### config.mk
export PLATFORM = sky130hd
export DESIGN_NAME = triangle_pulse_decoder
export DESIGN_NICKNAME = d
export VERILOG_FILES = /design/src/rtl/triangle_pulse_decoder_pkg.sv /design/src/rtl/triangle_pulse_decoder_dav_producer.sv /design/src/rtl/triangle_pulse_decoder.sv
export SDC_FILE = /design/constraint.sdc
export NUM_CORES = 1
export LEC_CHECK = 0
export CORE_ASPECT_RATIO = 0.7
export CORE_UTILIZATION = 40
export CTS_CLUSTER_DIAMETER = 80
export DETAILED_ROUTE_END_ITERATION = 10
export HOLD_SLACK_MARGIN = 0.1
export SYNTH_ARGS = -nofsm -noshare
export SYNTH_HDL_FRONTEND = slang
export SYNTH_SLANG_ARGS = --single-unit
### constraint.sdc
create_clock -name clock -period 2.3 [get_ports clock]
set_input_delay 0.575 -clock clock [delete_from_list [all_inputs] [get_ports clock]]
set_output_delay 0.575 -clock clock [all_outputs]
set_load 0.03 [all_outputs]
### src/rtl/triangle_pulse_decoder_pkg.sv
// rtl/triangle_pulse_decoder_pkg.sv - shared constants and state types for the pulse decoder
package triangle_pulse_decoder_pkg;

  localparam logic [7:0]  REST_LEVEL = 8'h80;
  localparam int unsigned HMAX_STEPS = 127;

  typedef enum logic [1:0] {
    IDLE,
    RAMP,
    RESYNC
  } trk_state_e;

  // Producer-side dav_/rfd handshake, reusable by any descriptor producer.
  typedef enum logic [1:0] {
    EMPTY,
    OFFER,
    HELD
  } hs_state_e;

  typedef struct packed {
    logic       s;
    logic [6:0] h;
  } pulse_t;

endpackage

### src/rtl/triangle_pulse_decoder_dav_producer.sv
// rtl/triangle_pulse_decoder_dav_producer.sv - one-entry holding register with dav_/rfd producer handshake
module dav_producer
  import triangle_pulse_decoder_pkg::*;
#(
  parameter int W = 8
) (
  input  logic         clock,
  input  logic         reset_,
  input  logic         load,
  input  logic [W-1:0] data,
  input  logic         rfd,
  output logic         dav_,
  output logic [W-1:0] data_q,
  output logic         busy
);

  hs_state_e    state_q, state_d;
  logic         dav_q, dav_d;
  logic [W-1:0] data_d;
  logic         clear;
  logic         accept;

  always_comb begin
    state_d = state_q;
    dav_d   = dav_q;
    data_d  = data_q;
    // A consumer release on this edge frees the entry in time for a same-edge load.
    clear   = (state_q == HELD) && !rfd;
    busy    = (state_q != EMPTY) && !clear;
    accept  = load && !busy;

    case (state_q)
      EMPTY: ;
      OFFER: begin
        if (rfd) begin
          state_d = HELD;
          dav_d   = 1'b0;
        end
      end
      HELD: begin
        if (!rfd) begin
          state_d = EMPTY;
          dav_d   = 1'b1;
        end
      end
      default: begin
        state_d = EMPTY;
        dav_d   = 1'b1;
      end
    endcase

    if (accept) begin
      data_d  = data;
      state_d = OFFER;
    end
  end

  always_ff @(posedge clock) begin
    if (!reset_) begin
      state_q <= EMPTY;
      dav_q   <= 1'b1;
      data_q  <= '0;
    end else begin
      state_q <= state_d;
      dav_q   <= dav_d;
      data_q  <= data_d;
    end
  end

  assign dav_ = dav_q;

endmodule

### src/rtl/triangle_pulse_decoder.sv
// rtl/triangle_pulse_decoder.sv - recovers sign and height of triangular pulses and offers them over dav_/rfd
module triangle_pulse_decoder
  import triangle_pulse_decoder_pkg::*;
#(
  parameter logic [7:0]  REST = REST_LEVEL,
  parameter int unsigned HMAX = HMAX_STEPS
) (
  input  logic       clock,
  input  logic       reset_,
  input  logic [7:0] in,
  output logic       s,
  output logic [6:0] h,
  output logic       dav_,
  input  logic       rfd,
  output logic       err
);

  localparam logic [7:0] HMAX_C = 8'(HMAX);

  trk_state_e state_q, state_d;
  logic       sgn_q, sgn_d;
  logic [6:0] cnt_q, cnt_d;
  logic [7:0] last_q, last_d;
  logic       armed_q, armed_d;
  logic       err_q, err_d;
  logic       step_ok;
  logic       complete;
  logic       malformed;
  logic       busy;
  pulse_t     done_pulse;
  logic [7:0] data_q;

  always_comb begin
    state_d   = state_q;
    sgn_d     = sgn_q;
    cnt_d     = cnt_q;
    armed_d   = armed_q;
    last_d    = in;
    complete  = 1'b0;
    malformed = 1'b0;
    // Steps that would wrap past 00/FF are not steps.
    step_ok   = sgn_q ? ((last_q != 8'h00) && (in == last_q - 8'd1))
                      : ((last_q != 8'hFF) && (in == last_q + 8'd1));

    case (state_q)
      IDLE: begin
        if (in == REST) begin
          armed_d = 1'b1;
        end else if (!armed_q) begin
          state_d = IDLE;
        end else if (in == REST + 8'd1) begin
          state_d = RAMP;
          sgn_d   = 1'b0;
          cnt_d   = 7'd1;
        end else if (in == REST - 8'd1) begin
          state_d = RAMP;
          sgn_d   = 1'b1;
          cnt_d   = 7'd1;
        end else begin
          malformed = 1'b1;
          state_d   = RESYNC;
        end
      end
      RAMP: begin
        if (in == REST) begin
          complete = 1'b1;
          state_d  = IDLE;
        end else if (step_ok && ({1'b0, cnt_q} < HMAX_C)) begin
          cnt_d = cnt_q + 7'd1;
        end else begin
          malformed = 1'b1;
          state_d   = RESYNC;
        end
      end
      RESYNC: begin
        if (in == REST) begin
          state_d = IDLE;
        end
      end
      default: state_d = IDLE;
    endcase

    err_d = malformed || (complete && busy);
  end

  always_ff @(posedge clock) begin
    if (!reset_) begin
      state_q <= IDLE;
      sgn_q   <= 1'b0;
      cnt_q   <= '0;
      last_q  <= REST;
      armed_q <= 1'b0;
      err_q   <= 1'b0;
    end else begin
      state_q <= state_d;
      sgn_q   <= sgn_d;
      cnt_q   <= cnt_d;
      last_q  <= last_d;
      armed_q <= armed_d;
      err_q   <= err_d;
    end
  end

  assign done_pulse = '{s: sgn_q, h: cnt_q};

  dav_producer #(
    .W(8)
  ) u_producer (
    .clock (clock),
    .reset_(reset_),
    .load  (complete),
    .data  (done_pulse),
    .rfd   (rfd),
    .dav_  (dav_),
    .data_q(data_q),
    .busy  (busy)
  );

  assign s   = data_q[7];
  assign h   = data_q[6:0];
  assign err = err_q;

endmodule

==> flow_summary.toml, run 1 <==
[status]
status = "finished, violations left"
violations = "negative setup slack"

[timing]
rsz0062_at_grt = "yes"
skew_ps = 4.852
setup_viol = 1
fin_crit_sh_pct = 101.2
layout_setup_ws_ps = -26.87
drv_slew = 0
clock.fmax_mhz = 429.8
relSlewSlack_pct = 68.23
hold_violations = 0
holdWs_ps = 493.4
worst_pin_slew_ps = 475.1
period_minus_slack_ps = 2327

[floorplan]
die_h_um = 58.21
num_rows = 20
start_util_pct = 41.71
dieArea_mm2 = 0.004791
core_area_mm2 = 0.004329
pin_count = 21
die_w_um = 82.30

[synthesis]
netlist_area_mm2 = 0.001805
synth_common_cells = "dfxtp_1 (31), nor2_1 (25), a21oi_1 (13)"
synth_cell_types = 49
ys_seq_elements = 31
async_flop_share_pct = 0
synth_top_area_share_pct = 34.37
synth_edf_count = 0
synth.largest_area_cell = "dfxtp_1"
synthTopCellsByArea = "dfxtp_1 (34%), nor2_1 (5.2%), a21oi_1 (3.6%)"
ys_dominant_reg_cell = "dfxtp_1"
synth.most_common_cell = "dfxtp_1"
yosysWarnings = 0
syn_inst = 215
syn_avg_cell_area_um2 = 8.398
yosysSeqAreaShare_pct = 34.37
synth_fp_nets = 230

[worst_setup_path]
critPathMaxFanout = 7
required_ps = 2480
cp-startpoint = "last_q[0]$_SDFF_PN0_"
rr_startpoint = "last_q[0]$_SDFF_PN0_"
crit_type = "flip-flop to flip-flop"
end_kind = "flip-flop"
worstSetupStartpointType = "flip-flop"
arrival_ps = 2500

[pwr]
clkPwrFrac_pct = 42.4
pwr-share-comb_pct = 15.3
pwr-share-seq_pct = 42.3
p_int_uw = 996.3
power_mw = 1.302
p_leak_nw = 1.008
swShare_pct = 23.46
powerDensity_mw_per_mm2 = 520.5
ir_worst_vdd_v = 0.0004486
p_switching_uw = 305.4

[final_layout]
drive_gt1_share_pct = 25.94
fin_nets = 280
n_antenna_cell = 0
synthToLayoutAreaGrowth_pct = 38.53
utilization_pct = 57.77

[clocking]
cts_tree = "done"
path_clk_slew_ps = 60
numCtsBuffers = 5
clk_latency_ps = 280
clock-sinks = 31
htree_levels = 2
cts-root-buf = "clkbuf_8"
cts.path.max_buffers = 2

[detailed_routing]
drc = 0
postRouteAntennaNets = 0
num_vias = 1655
routed_via_density = 5.156
dr.pass1.iters = 4
routed_wl_um = 4315
drtIter0Drc = 126
wire_per_inst_um = 13.44

[global_routing]
grt_pass1_wl_um = 7107
first_global_vias = 1484
grt_overflow = 0
grt_usage_pct = 20.10
grt_max_degree = 15
antenna_found_initial = 0

[run]
maxCapViolations = 0

[worst_hold_path]
hp-class = "flip-flop to flip-flop"
min-delay-start = "u_producer.data_q[7]$_SDFFE_PN0P_"

[placement]
io_buffers = 20
dp_hpwl_um = 3278
place_congestion = 0.8173
## cells by family (layout without fill, tap and decap cells)
logic type      Yosys count  in the layout  synth area share, %
mux                       6              6                3.327
fa+ha+maj                 4              4                2.772
flops                    31             31                34.37
xor+xnor                 14             14                6.792
compound gates           49             49                20.58
simple gates             92             92                27.65
buf+inv                  19             70                4.505
## worst max-delay path: stages (launching register included)
cell and delay (ps):
dfxtp_4 360, inv_4 60, ha_4 120, or3b_4 400, a311o_1 320, a211oi_4 260, o211ai_2 150, o21a_4 180
o21a_1 200, o21a_1 160
## state kept, by name, indices dropped and copies added (netlist names)
name,flops
state_q,2
sgn_q,1
err,1
armed_q,1
u_producer.data_q,8
u_producer.dav_,1
cnt_q,7
last_q,8
u_producer.state_q,2
## power groups by stage
stage               Clock [mW]  Sequential [mW]  Combinational [mW]
CTS                      0.571            0.551               0.197
global route             0.598            0.551               0.217
detailed placement           0            0.562               0.187
floorplan                    0            0.562               0.106
global placement             0            0.563               0.186
finish                   0.552            0.551               0.199
## cell type report
type | instances | area [um^2]
clock buffers | 6 | 82.58
clock inverters | 2 | 35.03
fillers | 410 | 1828
inverters | 8 | 32.53
multi-input cells | 165 | 1196
flip-flops and latches | 31 | 625.6
well taps | 55 | 68.82
repair buffers | 54 | 460.4
## metal layers
layer	global-route usage, %	vias to the layer above	part of all wire (%)
li1	-	868	-
met1	31.03	748	56
met2	26.92	34	39
met3	5.197	5	4.4
met4	5.263	0	0.86
met5	0	-	0
## worst paths after layout
| check | to | slack [ps] | depth (start not counted) |
|---|---|---|---|
| min | u_producer.data_q[7]$_SDFFE_PN0P_ | 490 | 2 |
| max | state_q[1]$_SDFFE_PN0P_ | -30 | 9 |
| max reg2reg | state_q[1]$_SDFFE_PN0P_ | -30 | 9 |
| min reg2reg | u_producer.data_q[7]$_SDFFE_PN0P_ | 490 | 2 |
## metrics by stage
| stage | area [um^2] | TNS, ps | worst slack (ps) | instances |
|---|---|---|---|---|
| after floorplan | 1812 | 0 | 1.919 | 215 |
| after global placement | 2283 | -6393 | -465.8 | 313 |
| after detailed placement | 2283 | -7391 | -503.8 | 313 |
| after CTS | 2465 | -6.305 | -6.305 | 321 |
| after global routing | 2501 | -553.0 | -102.1 | 321 |
| final | 2501 | -26.87 | -26.87 | 321 |
## repair_timing
action                                  CTS  global route
setup buffers                             0             0
hold buffers                              0             0
pin swaps                                13             1
gates resized for setup                  17             8
endpoints found under the setup margin   18            18
## cells in the final DEF (no fill, tap or decap), types with 3 or more instances in the layout
master	n
inv_1	6
o22a_1	4
xor2_1	7
mux2i_1	6
dfxtp_1	29
buf_4	32
o21a_1	4
nand4_1	3
dlygate4sd2_1	4
a21oi_1	12
xnor2_1	6
o21ai_0	8
nand3_1	12
and2_1	8
ha_1	3
and3_1	4
clkdlybuf4s50_1	15
nor3_1	6
nor3b_1	4
nor2_1	25
nand2_1	12
clkbuf_8	6
No activity file was read; power rests on OpenSTA's default activity.
==> run 2, diff against run 1 <==
--- a/config.mk
+++ b/config.mk
@@ -5,11 +5,15 @@
 export SDC_FILE = /design/constraint.sdc
 export NUM_CORES = 1
 export LEC_CHECK = 0
+export CELL_PAD_IN_SITES_DETAIL_PLACEMENT = 2
+export CELL_PAD_IN_SITES_GLOBAL_PLACEMENT = 2
 export CORE_ASPECT_RATIO = 0.7
-export CORE_UTILIZATION = 40
+export CORE_UTILIZATION = 30
 export CTS_CLUSTER_DIAMETER = 80
 export DETAILED_ROUTE_END_ITERATION = 10
 export HOLD_SLACK_MARGIN = 0.1
+export PLACE_DENSITY_LB_ADDON = 0.1
+export SLEW_MARGIN = 15
 export SYNTH_ARGS = -nofsm -noshare
 export SYNTH_HDL_FRONTEND = slang
 export SYNTH_SLANG_ARGS = --single-unit
==> constraint.sdc (replaced) <==
create_clock -name clock -period 1.9 [get_ports clock]
set_input_delay 0.475 -clock clock [delete_from_list [all_inputs] [get_ports clock]]
set_output_delay 0.475 -clock clock [all_outputs]
set_load 0.03 [all_outputs]
==> run 2 against run 1 <==
The flow still finishes with violations (negative setup slack); critical path depth rose by 2; maximum frequency shrank 1.4%; global-route usage is 3.4 points higher; routed wire length up 65%; first-iteration DRC count down 56%; final cell count rose by 11%; clock power up 26%; die area rose by 32%; critical path type unchanged.
==> flow_summary.toml, run 2 (synthesis gave the netlist of run 1 again) <==
[detailed_routing]
dr.pass1.iters = 4
num_vias = 1887
routed_wl_um = 7123
routed_via_density = 5.315
postRouteAntennaNets = 0
wire_per_inst_um = 20.06
drc = 0
drtIter0Drc = 55

[timing]
setup_viol = 10
final.setup.tns_ps = -3999
holdWs_ps = 504.0
relSlewSlack_pct = 71.65
hold_violations = 0
drv_slew = 0
rsz0062_at_grt = "yes"
clock.fmax_mhz = 423.9
layout_setup_ws_ps = -458.9
skew_ps = 5.502
period_minus_slack_ps = 2359
fin_crit_sh_pct = 124.2
worst_pin_slew_ps = 423.8

[final_layout]
drive_gt1_share_pct = 36.07
synthToLayoutAreaGrowth_pct = 56.20
final_common_cell = "buf_4"
largestRegisters = "last_q: 8 flops, u_producer.data_q: 8 flops, cnt_q: 7 flops"
n_antenna_cell = 0
final_cell_mix = "buf_4 (37), dfxtp_1 (29), nor2_1 (22)"
fin_nets = 294

[pwr]
ir_worst_vdd_v = 0.0003401
p_leak_nw = 1.099
powerDensity_mw_per_mm2 = 588.1

[status]
status = "finished, violations left"
violations = "negative setup slack"

[clocking]
cts.path.max_buffers = 2
clk_latency_ps = 290
numCtsBuffers = 5
cts-root-buf = "clkbuf_8"
htree_levels = 2
ctsHoldBuffers = 0
clock-sinks = 31
path_clk_slew_ps = 70
cts_tree = "done"

[worst_hold_path]
hold_depth = 2
min-delay-start = "u_producer.data_q[4]$_SDFFE_PN0P_"
holdPathEnd = "u_producer.data_q[4]$_SDFFE_PN0P_"
hp-class = "flip-flop to flip-flop"

[global_routing]
first_global_vias = 2036
grt_overflow = 0
antenna_found_initial = 0
grt_usage_pct = 23.53
grt_max_degree = 13
grt_pass1_wl_um = 10990

[worst_setup_path]
critPathMaxFanout = 6
worstRegToRegCells = 11
rrSetupSlack_ps = -460
regToRegEndpoint = "err$_SDFF_PN0_"
rr_startpoint = "last_q[1]$_SDFF_PN0_"
end_kind = "flip-flop"
crit_type = "flip-flop to flip-flop"
arrival_ps = 2560
worstSetupStartpointType = "flip-flop"
required_ps = 2110

[placement]
dp_hpwl_um = 4927
io_buffers = 20
place_congestion = 0.8323

[floorplan]
die_h_um = 66.91
num_rows = 23
die_w_um = 94.72
core_area_mm2 = 0.005756
start_util_pct = 31.37
dieArea_mm2 = 0.006337
pin_count = 21

[run]
maxCapViolations = 0
run 2: stage by stage:
stage / total power, mW / util (%) / instances / worst slack (ps) / area [um^2]
floorplan: 0.8119 / - / 215 / -318.9 / 1841
global placement: 0.9195 / 41.89 / 340 / -767.6 / 2411
detailed placement: 0.9340 / 41.89 / 340 / -813.5 / 2411
CTS: 1.646 / 46.96 / 354 / -415.4 / 2703
global route: 1.723 / 49.00 / 355 / -504.4 / 2820
finish: 1.659 / 49.00 / 355 / -458.9 / 2820
run 2: cell type report:
type,count,area (um^2)
fillers,613,2935
clock inverters,2,35.03
inverters,8,35.03
repair buffers,68,629.4
well taps,75,93.84
multi-input cells,165,1321
clock buffers,6,82.58
flip-flops and latches,31,623.1
run 2: worst max path at each step:
stage | startpoint | endpoint | slack, ps | depth (start not counted)
CTS | last_q[1]$_SDFF_PN0_ | state_q[1]$_SDFFE_PN0P_ | -420 | 9
global placement | in[3] | cnt_q[1]$_SDFFE_PN0P_ | -770 | 8
global route | last_q[1]$_SDFF_PN0_ | err$_SDFF_PN0_ | -500 | 11
finish | last_q[1]$_SDFF_PN0_ | err$_SDFF_PN0_ | -460 | 11
detailed placement | in[3] | cnt_q[1]$_SDFFE_PN0P_ | -810 | 8
floorplan | last_q[0]$_SDFF_PN0_ | cnt_q[3]$_SDFFE_PN0P_ | -320 | 10
run 2: critical path, cell delays in order, from the launching register on:
cell       delay (ps)
dfxtp_2           340
buf_6             110
buf_4             150
ha_4              180
and3b_2           210
nor3_1            290
o22ai_1           150
o2111ai_1         190
o21ai_1           120
buf_4             160
a21o_1            180
a211oi_2          200
run 2: layer usage:
metal  share of wire (%)  global-route usage, %  vias up
li1                    -                      -      896
met1                  48                  31.84      954
met2                  48                  38.76       29
met3                 2.7                  4.224        8
met4                 1.3                  5.114        0
met5                   0                      0        -
run 2: timing repair:
action / CTS / global route
endpoints found under the hold margin: 0 / 0
setup endpoints to repair: 20 / 18
gates resized for setup: 38 / 28
gates cloned: 1 / 0
pin swaps: 7 / 9
buffers inserted: 5 / 1
run 2: report_power, final:
group | switching, mW | internal [mW] | total [mW]
registers | 0.00899 | 0.659 | 0.668
logic | 0.151 | 0.147 | 0.297
clock network | 0.269 | 0.424 | 0.693
total | 0.428 | 1.23 | 1.66
==> run 3, diff against run 2 <==
--- a/config.mk
+++ b/config.mk
@@ -8,7 +8,8 @@
 export CELL_PAD_IN_SITES_DETAIL_PLACEMENT = 2
 export CELL_PAD_IN_SITES_GLOBAL_PLACEMENT = 2
 export CORE_ASPECT_RATIO = 0.7
-export CORE_UTILIZATION = 30
+export CORE_MARGIN = 2
+export CORE_UTILIZATION = 36
 export CTS_CLUSTER_DIAMETER = 80
 export DETAILED_ROUTE_END_ITERATION = 10
 export HOLD_SLACK_MARGIN = 0.1
==> constraint.sdc (replaced) <==
create_clock -name clock -period 2.8 [get_ports clock]
set_input_delay 0.7 -clock clock [delete_from_list [all_inputs] [get_ports clock]]
set_output_delay 0.7 -clock clock [all_outputs]
set_load 0.03 [all_outputs]
==> run 3 against run 2 <==
The flow now finishes without violations; worst hold slack better by 2.5 ps; setup slack gained 540 ps; global-route usage is 0.49 points higher; routed wire length down 15%; critical path type is now input pin to flip-flop.
==> flow_summary.toml, run 3 (synthesis gave the netlist of run 1 again) <==
[final_layout]
final_cells = 324
final_cell_mix = "dfxtp_1 (31), nor2_1 (25), buf_4 (25)"
design_area_mm2 = 0.002347
nFillCells = 533
drive_gt1_share_pct = 18.82
multiInputGateArea_mm2 = 0.001150
n_antenna_cell = 0
seq_area_um2 = 620.6
final_common_cell = "dfxtp_1"
synthToLayoutAreaGrowth_pct = 30.01
fin_nets = 271
largestRegisters = "last_q: 8 flops, u_producer.data_q: 8 flops, cnt_q: 7 flops"

[floorplan]
num_rows = 21
die_h_um = 63.25
start_util_pct = 37.55
pin_count = 21
core_area_mm2 = 0.004808
die_w_um = 88.65
dieArea_mm2 = 0.005607

[timing]
relSlewSlack_pct = 58.45
clock.fmax_mhz = 367.5
fin_crit_sh_pct = 97.17
setup_viol = 0
layout_setup_ws_ps = 79.13
worst_pin_slew_ps = 621.9
holdWs_ps = 506.4
rsz0062_at_grt = "no"
period_minus_slack_ps = 2721
final.setup.tns_ps = 0
drv_slew = 0
hold_violations = 0
skew_ps = 3.503

[placement]
dp_hpwl_um = 4727
place_area_mm2 = 0.002228
io_buffers = 20
dp.cells = 318
place_congestion = 0.8093
pre_cts_slack_ps = -400.5

[global_routing]
grt_overflow = 0
antenna_found_initial = 0
grt_max_degree = 12
grt_usage_pct = 24.02
grt_pass1_wl_um = 10340
first_global_vias = 1986

[worst_setup_path]
arrival_ps = 2940
path_cells = "clkdlybuf4s50_1, xnor2_2, xor2_1, nor4b_2, buf_4, o2111ai_1, o21a_4, o41ai_4, a21o_1"
worstSetupStartpointType = "input pin"
critPathSlowestCell = "clkdlybuf4s50_1"
required_ps = 3020
rrSetupSlack_ps = 240
crit_type = "input pin to flip-flop"
critPathMaxFanout = 7
max_stage_delay_ps = 480
end_kind = "flip-flop"

[detailed_routing]
routed_via_density = 5.457
routed_wl_um = 6071
drc = 0
wire_per_inst_um = 18.74
drtIter0Drc = 57
num_vias = 1768
postRouteAntennaNets = 0
dr.pass1.iters = 5

[clocking]
clock-sinks = 31
clk_latency_ps = 280
ctsHoldBuffers = 0
htree_levels = 2
cts.path.max_buffers = 2
numCtsBuffers = 5
cts-root-buf = "clkbuf_8"
path_clk_slew_ps = 60
cts_tree = "done"

[worst_hold_path]
hp-class = "flip-flop to flip-flop"

[status]
status = "complete, no violations"

[pwr]
p_leak_nw = 0.9447
powerDensity_mw_per_mm2 = 394.0
ir_worst_vdd_v = 0.0002028

[run]
maxCapViolations = 0
==> run 3: changes by cell type in the layout (fill, tap and decap cells not counted), moves of 3 or more <==
cell and delta:
nor3b_2 -3, ha_4 -3, buf_6 -10, clkdlybuf4s50_1 +7
nor2_1 +3, nor3b_1 +3, ha_1 +3, dlygate4sd2_1 -3
buf_4 -12, a21oi_1 +3
==> run 3: per-stage QoR <==
| step | utilization [%] | power (mW) |
|---|---|---|
| 2_1_floorplan | - | 0.5470 |
| 5_1_grt | 48.82 | 0.9725 |
| 4_1_cts | 47.98 | 0.9298 |
| 3_5_place_dp | 46.34 | 0.6114 |
| 3_3_place_gp | 46.34 | 0.6006 |
| 6_report | 48.82 | 0.9248 |
==> run 3: report_power, final <==
group	switching (mW)	internal [mW]	leakage [nW]	total [mW]
clock	0.153	0.165	0.0371	0.318
combinational	0.0712	0.0722	0.656	0.143
sequential	0.0155	0.447	0.252	0.463
==> run 3: timing repair <==
action                     in CTS  in global routing
setup endpoints to repair       7                  6
pin swaps                       0                  3
gates resized for setup         2                  6
setup buffers                   0                  0
==> run 3: final timing paths <==
kind / to / start / depth (start not counted)
max: cnt_q[3]$_SDFFE_PN0P_ / in[3] / 9
min: err$_SDFF_PN0_ / state_q[1]$_SDFFE_PN0P_ / 1
max reg2reg: cnt_q[3]$_SDFFE_PN0P_ / last_q[1]$_SDFF_PN0_ / 9
min reg2reg: err$_SDFF_PN0_ / state_q[1]$_SDFFE_PN0P_ / 1
==> run 3: final cells by class <==
type                       instances  share of cell area (%)
clock buffer                       6                   3.092
inverter                           8                   1.279
tap                               69                   3.678
sequential                        31                   26.44
multi-input combinational        165                   48.99
timing repair buffer              45                   16.52
==> run 3: critical path, delay by kind of cell <==
family                 cells  cell delay (ps)
AO/OA/AOI/OAI              4              900
XOR/XNOR                   2              360
AND/OR/NAND/NOR            1              340
buffers and inverters      2              650
==> run 3: metal layers <==
| layer | global-route usage [%] | up-vias | wire [um] |
|---|---|---|---|
| li1 | - | 847 | - |
| met1 | 32.85 | 894 | 2994 |
| met2 | 39.83 | 23 | 2912 |
| met3 | 4.325 | 4 | 139 |
| met4 | 3.977 | 0 | 25 |
| met5 | 0 | - | 0 |
